### src/rtl/idex_hazard_if.sv
// Decode-to-execute bundle: id_* fields presented by decode and their
// registered idex_* copies produced by the ID/EX stage.
// The master modport is the decode/testbench side. The slave modport is the ID/EX stage.
interface idex_hazard_if #(
    parameter int XLEN    = 32,
    parameter int ALUOP_W = 4
);
    logic               id_valid;
    logic [4:0]         id_rs1;
    logic [4:0]         id_rs2;
    logic               id_use_rs1;
    logic               id_use_rs2;
    logic [4:0]         id_rd;
    logic               id_reg_write;
    logic               id_mem_read;
    logic               id_mem_write;
    logic [ALUOP_W-1:0] id_alu_op;
    logic [XLEN-1:0]    id_rs1_data;
    logic [XLEN-1:0]    id_rs2_data;
    logic [XLEN-1:0]    id_imm;
    logic [XLEN-1:0]    id_pc;

    logic               idex_valid;
    logic [4:0]         idex_rs1;
    logic [4:0]         idex_rs2;
    logic               idex_use_rs1;
    logic               idex_use_rs2;
    logic [4:0]         idex_rd;
    logic               idex_reg_write;
    logic               idex_mem_read;
    logic               idex_mem_write;
    logic [ALUOP_W-1:0] idex_alu_op;
    logic [XLEN-1:0]    idex_rs1_data;
    logic [XLEN-1:0]    idex_rs2_data;
    logic [XLEN-1:0]    idex_imm;
    logic [XLEN-1:0]    idex_pc;

    modport master (
        output id_valid, id_rs1, id_rs2, id_use_rs1, id_use_rs2, id_rd,
               id_reg_write, id_mem_read, id_mem_write, id_alu_op,
               id_rs1_data, id_rs2_data, id_imm, id_pc,
        input  idex_valid, idex_rs1, idex_rs2, idex_use_rs1, idex_use_rs2, idex_rd,
               idex_reg_write, idex_mem_read, idex_mem_write, idex_alu_op,
               idex_rs1_data, idex_rs2_data, idex_imm, idex_pc
    );

    modport slave (
        input  id_valid, id_rs1, id_rs2, id_use_rs1, id_use_rs2, id_rd,
               id_reg_write, id_mem_read, id_mem_write, id_alu_op,
               id_rs1_data, id_rs2_data, id_imm, id_pc,
        output idex_valid, idex_rs1, idex_rs2, idex_use_rs1, idex_use_rs2, idex_rd,
               idex_reg_write, idex_mem_read, idex_mem_write, idex_alu_op,
               idex_rs1_data, idex_rs2_data, idex_imm, idex_pc
    );
endinterface

### src/rtl/idex_hazard_stage.sv
// ID/EX pipeline register with load-use hazard detection, bubble insertion,
// flush and hold. A load-use dependency freezes PC and IF/ID for one cycle
// while a bubble is loaded into ID/EX.
// Optional feature macro: HAZARD_STATS_EN adds saturating stall_count and
// flush_count outputs.
module idex_hazard_stage #(
    parameter int XLEN    = 32,
    parameter int ALUOP_W = 4,
    parameter int STAT_W  = 16
) (
    input  logic              clk,
    input  logic              rst,
    idex_hazard_if.slave      bus,
    input  logic              flush,
    input  logic              hold,
    output logic              pc_write_en,
    output logic              ifid_write_en,
`ifdef HAZARD_STATS_EN
    output logic [STAT_W-1:0] stall_count,
    output logic [STAT_W-1:0] flush_count,
`endif
    output logic              lu_stall
);

    logic haz;
    logic load_bubble;
    logic capture;

    // Load in EX whose destination is read by the instruction now in decode
    always_comb begin
        haz = bus.idex_valid && bus.idex_mem_read && (bus.idex_rd != 5'd0) && bus.id_valid
              && ((bus.id_use_rs1 && (bus.id_rs1 == bus.idex_rd))
                  || (bus.id_use_rs2 && (bus.id_rs2 == bus.idex_rd)));
        // A flush kills the dependent instruction, so the stall is moot
        lu_stall      = haz && !flush;
        pc_write_en   = !(lu_stall || hold) || flush;
        ifid_write_en = pc_write_en;
        // Priority rst > flush > hold > haz > normal
        load_bubble   = rst || flush || (!hold && haz);
        capture       = !load_bubble && !hold;
    end

    // ID/EX register: bubble, retain or capture decode fields
    always_ff @(posedge clk) begin
        if (load_bubble) begin
            bus.idex_valid     <= 1'b0;
            bus.idex_rs1       <= '0;
            bus.idex_rs2       <= '0;
            bus.idex_use_rs1   <= 1'b0;
            bus.idex_use_rs2   <= 1'b0;
            bus.idex_rd        <= '0;
            bus.idex_reg_write <= 1'b0;
            bus.idex_mem_read  <= 1'b0;
            bus.idex_mem_write <= 1'b0;
            bus.idex_alu_op    <= '0;
            bus.idex_rs1_data  <= '0;
            bus.idex_rs2_data  <= '0;
            bus.idex_imm       <= '0;
            bus.idex_pc        <= '0;
        end else if (capture) begin
            bus.idex_valid     <= bus.id_valid;
            bus.idex_rs1       <= bus.id_rs1;
            bus.idex_rs2       <= bus.id_rs2;
            bus.idex_use_rs1   <= bus.id_use_rs1;
            bus.idex_use_rs2   <= bus.id_use_rs2;
            bus.idex_rd        <= bus.id_rd;
            bus.idex_reg_write <= bus.id_reg_write;
            bus.idex_mem_read  <= bus.id_mem_read;
            bus.idex_mem_write <= bus.id_mem_write;
            bus.idex_alu_op    <= bus.id_alu_op;
            bus.idex_rs1_data  <= bus.id_rs1_data;
            bus.idex_rs2_data  <= bus.id_rs2_data;
            bus.idex_imm       <= bus.id_imm;
            bus.idex_pc        <= bus.id_pc;
        end
    end

`ifdef HAZARD_STATS_EN
    function automatic logic [STAT_W-1:0] sat_inc(input logic [STAT_W-1:0] v);
        return (&v) ? v : v + STAT_W'(1);
    endfunction

    // Saturating event counters for load-use stalls and flushes
    always_ff @(posedge clk) begin
        if (rst) begin
            stall_count <= '0;
            flush_count <= '0;
        end else begin
            if (lu_stall) stall_count <= sat_inc(stall_count);
            if (flush)    flush_count <= sat_inc(flush_count);
        end
    end
`endif

endmodule

### src/flat_wrapper.sv
// flat-port wrapper written by rule: the top's interface ports become plain ports
module idex_hazard_stage_flat 
#(
    parameter int XLEN    = 32,
    parameter int ALUOP_W = 4,
    parameter int STAT_W  = 16
)
  (clk, rst, flush, hold, pc_write_en, ifid_write_en, lu_stall, bus_id_valid, bus_id_rs1, bus_id_rs2, bus_id_use_rs1, bus_id_use_rs2, bus_id_rd, bus_id_reg_write, bus_id_mem_read, bus_id_mem_write, bus_id_alu_op, bus_id_rs1_data, bus_id_rs2_data, bus_id_imm, bus_id_pc, bus_idex_valid, bus_idex_rs1, bus_idex_rs2, bus_idex_use_rs1, bus_idex_use_rs2, bus_idex_rd, bus_idex_reg_write, bus_idex_mem_read, bus_idex_mem_write, bus_idex_alu_op, bus_idex_rs1_data, bus_idex_rs2_data, bus_idex_imm, bus_idex_pc);
  idex_hazard_if #(.XLEN(XLEN), .ALUOP_W(ALUOP_W)) bus_i ();
  input  logic clk;
  input  logic rst;
  input  logic flush;
  input  logic hold;
  output logic pc_write_en;
  output logic ifid_write_en;
  output logic lu_stall;
  input wire logic [$bits(bus_i.id_valid)-1:0] bus_id_valid;
  input wire logic [$bits(bus_i.id_rs1)-1:0] bus_id_rs1;
  input wire logic [$bits(bus_i.id_rs2)-1:0] bus_id_rs2;
  input wire logic [$bits(bus_i.id_use_rs1)-1:0] bus_id_use_rs1;
  input wire logic [$bits(bus_i.id_use_rs2)-1:0] bus_id_use_rs2;
  input wire logic [$bits(bus_i.id_rd)-1:0] bus_id_rd;
  input wire logic [$bits(bus_i.id_reg_write)-1:0] bus_id_reg_write;
  input wire logic [$bits(bus_i.id_mem_read)-1:0] bus_id_mem_read;
  input wire logic [$bits(bus_i.id_mem_write)-1:0] bus_id_mem_write;
  input wire logic [$bits(bus_i.id_alu_op)-1:0] bus_id_alu_op;
  input wire logic [$bits(bus_i.id_rs1_data)-1:0] bus_id_rs1_data;
  input wire logic [$bits(bus_i.id_rs2_data)-1:0] bus_id_rs2_data;
  input wire logic [$bits(bus_i.id_imm)-1:0] bus_id_imm;
  input wire logic [$bits(bus_i.id_pc)-1:0] bus_id_pc;
  output wire logic [$bits(bus_i.idex_valid)-1:0] bus_idex_valid;
  output wire logic [$bits(bus_i.idex_rs1)-1:0] bus_idex_rs1;
  output wire logic [$bits(bus_i.idex_rs2)-1:0] bus_idex_rs2;
  output wire logic [$bits(bus_i.idex_use_rs1)-1:0] bus_idex_use_rs1;
  output wire logic [$bits(bus_i.idex_use_rs2)-1:0] bus_idex_use_rs2;
  output wire logic [$bits(bus_i.idex_rd)-1:0] bus_idex_rd;
  output wire logic [$bits(bus_i.idex_reg_write)-1:0] bus_idex_reg_write;
  output wire logic [$bits(bus_i.idex_mem_read)-1:0] bus_idex_mem_read;
  output wire logic [$bits(bus_i.idex_mem_write)-1:0] bus_idex_mem_write;
  output wire logic [$bits(bus_i.idex_alu_op)-1:0] bus_idex_alu_op;
  output wire logic [$bits(bus_i.idex_rs1_data)-1:0] bus_idex_rs1_data;
  output wire logic [$bits(bus_i.idex_rs2_data)-1:0] bus_idex_rs2_data;
  output wire logic [$bits(bus_i.idex_imm)-1:0] bus_idex_imm;
  output wire logic [$bits(bus_i.idex_pc)-1:0] bus_idex_pc;
  assign bus_i.id_valid = bus_id_valid;
  assign bus_i.id_rs1 = bus_id_rs1;
  assign bus_i.id_rs2 = bus_id_rs2;
  assign bus_i.id_use_rs1 = bus_id_use_rs1;
  assign bus_i.id_use_rs2 = bus_id_use_rs2;
  assign bus_i.id_rd = bus_id_rd;
  assign bus_i.id_reg_write = bus_id_reg_write;
  assign bus_i.id_mem_read = bus_id_mem_read;
  assign bus_i.id_mem_write = bus_id_mem_write;
  assign bus_i.id_alu_op = bus_id_alu_op;
  assign bus_i.id_rs1_data = bus_id_rs1_data;
  assign bus_i.id_rs2_data = bus_id_rs2_data;
  assign bus_i.id_imm = bus_id_imm;
  assign bus_i.id_pc = bus_id_pc;
  assign bus_idex_valid = bus_i.idex_valid;
  assign bus_idex_rs1 = bus_i.idex_rs1;
  assign bus_idex_rs2 = bus_i.idex_rs2;
  assign bus_idex_use_rs1 = bus_i.idex_use_rs1;
  assign bus_idex_use_rs2 = bus_i.idex_use_rs2;
  assign bus_idex_rd = bus_i.idex_rd;
  assign bus_idex_reg_write = bus_i.idex_reg_write;
  assign bus_idex_mem_read = bus_i.idex_mem_read;
  assign bus_idex_mem_write = bus_i.idex_mem_write;
  assign bus_idex_alu_op = bus_i.idex_alu_op;
  assign bus_idex_rs1_data = bus_i.idex_rs1_data;
  assign bus_idex_rs2_data = bus_i.idex_rs2_data;
  assign bus_idex_imm = bus_i.idex_imm;
  assign bus_idex_pc = bus_i.idex_pc;
  idex_hazard_stage #(.XLEN(XLEN), .ALUOP_W(ALUOP_W), .STAT_W(STAT_W)) u_core (.clk(clk), .rst(rst), .bus(bus_i), .flush(flush), .hold(hold), .pc_write_en(pc_write_en), .ifid_write_en(ifid_write_en), .lu_stall(lu_stall));
endmodule
### config.mk
export PLATFORM = sky130hd
export DESIGN_NAME = idex_hazard_stage_flat
export DESIGN_NICKNAME = d
export VERILOG_FILES = /design/src/rtl/idex_hazard_if.sv /design/src/rtl/idex_hazard_stage.sv /design/src/flat_wrapper.sv
export SDC_FILE = /design/constraint.sdc
export NUM_CORES = 1
export LEC_CHECK = 0
export BUFFER_PORTS_ARGS = -buffer_cell sky130_fd_sc_hd__buf_2
export CAP_MARGIN = 30
export CORE_ASPECT_RATIO = 0.9
export CORE_UTILIZATION = 35
export CTS_CLUSTER_SIZE = 40
export DETAILED_ROUTE_END_ITERATION = 6
export PLACE_DENSITY = 0.66
export SLEW_MARGIN = 20
export SYNTH_ARGS = -nofsm -noshare
export SYNTH_HDL_FRONTEND = slang
export SYNTH_SLANG_ARGS = --single-unit
### constraint.sdc
create_clock -name clk -period 2.25 [get_ports clk]
set_clock_uncertainty 0.2 [all_clocks]
set_input_delay 0.3375 -clock clk [delete_from_list [all_inputs] [get_ports clk]]
set_output_delay 0.3375 -clock clk [all_outputs]
set_load 0.01 [all_outputs]
==> results_dict.tcl <==
set metrics [dict create \
    run_status "finished, violations left" \
    failed_checks "negative setup slack" \
    worstSetupPathType "reg2out" \
    detail_route.drc_violations 0 \
    die_w_um 153.7 \
    io-pin-count 313 \
    slew_headroom_pct 74.22 \
    cts_buffer_depth 2 \
    grt_max_degree 67 \
    cellLeakagePower_nw 5.647 \
    fmaxAchievable_mhz 398.9 \
    die-height_um 138.5 \
    layout_common_cells "sky130_fd_sc_hd__buf_2 (311), sky130_fd_sc_hd__nor3b_1 (153), sky130_fd_sc_hd__a22o_1 (153), sky130_fd_sc_hd__a21o_1 (153), sky130_fd_sc_hd__dfxtp_1 (148)" \
    drv_slew 0 \
    yosys_warnings 0 \
    inserted_diodes 0 \
    grt_setup_unrepaired "true" \
    cp_cell_sequence "xor2_1, nor4_1, buf_4, a32oi_4, o22a_1, buf_2" \
    comb_power_share_pct 14.3 \
    place.port_buffers 312 \
    p_switching_w 0.001752 \
    pwr_density_nw_per_um2 711.4 \
    num_vias 6787 \
    syn_area_per_cell_um2 10.08 \
    clkPwrFrac_pct 44.2 \
    drive_above_1_share_pct 39.14 \
    syn-instance-count 719 \
    postLayoutCoreUtil_pct 49.99 \
    worst_skew_pair.late_latency_ns 0.41 \
    dieArea_um2 21290 \
    reg2reg_depth 7 \
    syn_to_final_growth_pct 38.70 \
    cts_tree "yes" \
    layout_min_cycle_time_ns 2.507 \
    worst_slew_pin_slew_ns 0.3868 \
    mappedNetlistArea_um2 7248 \
    hpwl_mm 14.97 \
    critical-path-slowest-cell "sky130_fd_sc_hd__dfxtp_4" \
    htreeDepth 4 \
    synthesis.nets 876 \
    number_of_rows_created_at_floorplan 49 \
    floorplan.core_area_um2 20110 \
    setup_viol_count_final 3 \
    path_delay_family "compound AO/OA/AOI/OAI gates" \
    detail_route.vias_per_cell 5.294 \
    power.ir.vdd_worst_uv 444.1 \
    grt_first_pass_wirelength_mm 35.62 \
    critPathArrivalTime_ns 1.97 \
    finalNetCount 1173 \
    grt.overflow.total 0 \
    final_hold_viol_count 0 \
    timing.critical_path.fanout_max 5 \
    worst_hold_path_type "in2reg" \
    finalWorstSetupSlack_ns -0.2569 \
    drtAntennaViolNets 0 \
    crit_path_max_incr_delay_ns 0.36 \
    detail_route.wl_per_cell_um 17.33 \
    drt-initial-drc-count 447 \
    finalHoldWorstSlack_ns 0.1594 \
    power.sequential.fraction_pct 41.5 \
    vias_in_the_first_global_route 6461 \
    floorplan.initialDensity_pct 36.04 \
    finalWeightedCongestion 0.7475 \
    cp-start-kind "flop" \
    critical_path_cell_count 6 \
    layout_commonest_cell "sky130_fd_sc_hd__buf_2" \
    clock_sinks 153 \
    postRouteWirelength_mm 22.22 \
    numCtsBuffers 17 \
    internal_power_w 0.005401 \
    grt_util_all_layers_pct 20.65 \
    grt_antenna_before_repair 0 \
    hold_path_depth 3 \
    clk_pin_slew_worst_paths_ns 0.07 \
    worstPathBufferInverterCount 2 \
    drt_pre_antenna_iters 5 \
    yosys_register_bits 153 \
    cts_root_buffer "sky130_fd_sc_hd__clkbuf_16" \
    critical_path_required_ns 1.71 \
    fin_crit_sh_pct 111.4 \
    synth_cell_types 21 \
    maxCapViolations 0 \
    endpoint_kind "primary output" \
    swShare_pct 24.49 \
    seq_area_frac_synth_pct 42.26 \
]
==> per-layer routing <==
metal | share of wire, % | routed length [um] | track usage (%) | vias to the layer above
met4 | 1.5 | 329 | 6.158 | 0
met2 | 46 | 10190 | 32.80 | 205
li1 | - | - | - | 3327
met1 | 47 | 10490 | 27.55 | 3231
met5 | 0 | 0 | 0 | -
met3 | 5.4 | 1210 | 5.141 | 24
==> stage by stage <==
stage	total power [W]	instance area [um2]	std cells	setup TNS (ns)	worst slack, ns
after floorplan	0.003570	7257	719	0	0.01940
final	0.007152	10050	1282	-0.7130	-0.2569
after detailed placement	0.004048	9365	1248	-0.04899	-0.02464
after global routing	0.007448	10050	1282	-1.028	-0.3617
after CTS	0.007234	10030	1280	-0.9020	-0.3358
after global placement	0.004038	9365	1248	0	0.01494
==> power by group through the flow <==
stage,sequential (W),combinational [W],clock (W)
2_1_floorplan,0.00311,0.000459,0
3_3_place_gp,0.00302,0.00101,0
3_5_place_dp,0.00303,0.00102,0
4_1_cts,0.00297,0.00103,0.00324
5_1_grt,0.00299,0.00110,0.00335
6_report,0.00297,0.00102,0.00316
==> what timing repair did <==
| item | CTS | global route |
|---|---|---|
| hold buffers | 0 | 0 |
| gates resized for setup | 6 | 3 |
| pin swaps | 2 | 3 |
| setup endpoints to repair | 3 | 3 |
| setup buffers | 2 | 2 |
==> Yosys cell counts <==
cell type                    n  area, um2
sky130_fd_sc_hd__a22o_1    153       1340
sky130_fd_sc_hd__nor3b_1   153       1149
sky130_fd_sc_hd__or2_2       2      12.51
sky130_fd_sc_hd__inv_1       1      3.750
sky130_fd_sc_hd__nor2_2      1      6.260
sky130_fd_sc_hd__buf_4       4      30.03
sky130_fd_sc_hd__buf_1       3      11.26
sky130_fd_sc_hd__o22a_1      1      8.760
sky130_fd_sc_hd__xnor2_1     2      17.52
sky130_fd_sc_hd__clkbuf_1   47      176.4
sky130_fd_sc_hd__and3_1      1      6.260
sky130_fd_sc_hd__a32oi_1     1      8.760
sky130_fd_sc_hd__nor2_1      1      3.750
sky130_fd_sc_hd__o21ai_4     1      16.27
sky130_fd_sc_hd__or4_1       1      7.510
sky130_fd_sc_hd__a21o_1    153       1149
sky130_fd_sc_hd__dfxtp_1   153       3063
sky130_fd_sc_hd__and2_0      1      6.260
sky130_fd_sc_hd__xor2_1      8      70.07
sky130_fd_sc_hd__buf_2      30      150.1
sky130_fd_sc_hd__nor4_1      2      12.51
==> logic make-up (layout without fill, tap and decap cells) <==
kind of cell / after synthesis / after routing / share of synthesized area (%)
buffers and inverters: 85 / 393 / 5.127
AOI/OAI and AO/OA: 309 / 309 / 34.80
and+or+nand+nor: 162 / 162 / 16.61
DFF: 153 / 153 / 42.26
xor gates and xnor gates: 10 / 10 / 1.208
==> flip-flops by register name, indices dropped and copies added (netlist names) <==
register / cells
u_core.bus.idex_alu_op: 4
u_core.bus.idex_rd: 5
u_core.bus.idex_rs2_data: 32
u_core.bus.idex_use_rs1: 1
u_core.bus.idex_mem_read: 1
u_core.bus.idex_mem_write: 1
u_core.bus.idex_use_rs2: 1
u_core.bus.idex_pc: 32
u_core.bus.idex_rs2: 5
u_core.bus.idex_valid: 1
u_core.bus.idex_rs1_data: 32
u_core.bus.idex_reg_write: 1
u_core.bus.idex_rs1: 5
u_core.bus.idex_imm: 32
==> final timing paths <==
path	slack (ns)	startpoint	endpoint
max reg2reg	0.14	u_core.bus.idex_rd[3]$_SDFFE_PP0P_	u_core.bus.idex_imm[2]$_SDFFE_PP0P_
max	-0.26	u_core.bus.idex_rd[1]$_SDFFE_PP0P_	pc_write_en
min	0.16	bus_id_pc[31]	u_core.bus.idex_pc[31]$_SDFFE_PP0P_
min reg2reg	0.35	u_core.bus.idex_pc[12]$_SDFFE_PP0P_	u_core.bus.idex_pc[12]$_SDFFE_PP0P_
==> area by class of cell <==
cell class	instances	area (um2)
clock buffer	19	442.9
timing repair buffer	362	2168
clock inverter	11	196.4
inverter	1	3.754
sequential	153	3077
multi-input combinational	481	3846
fill	1911	10060
tap	255	319.1
==> worst min-delay path: stages <==
cell and delay [ns]:
sky130_fd_sc_hd__buf_2 0.09, sky130_fd_sc_hd__nor3b_1 0.14, sky130_fd_sc_hd__a21o_1 0.17
No activity file was read; power rests on OpenSTA's default activity.
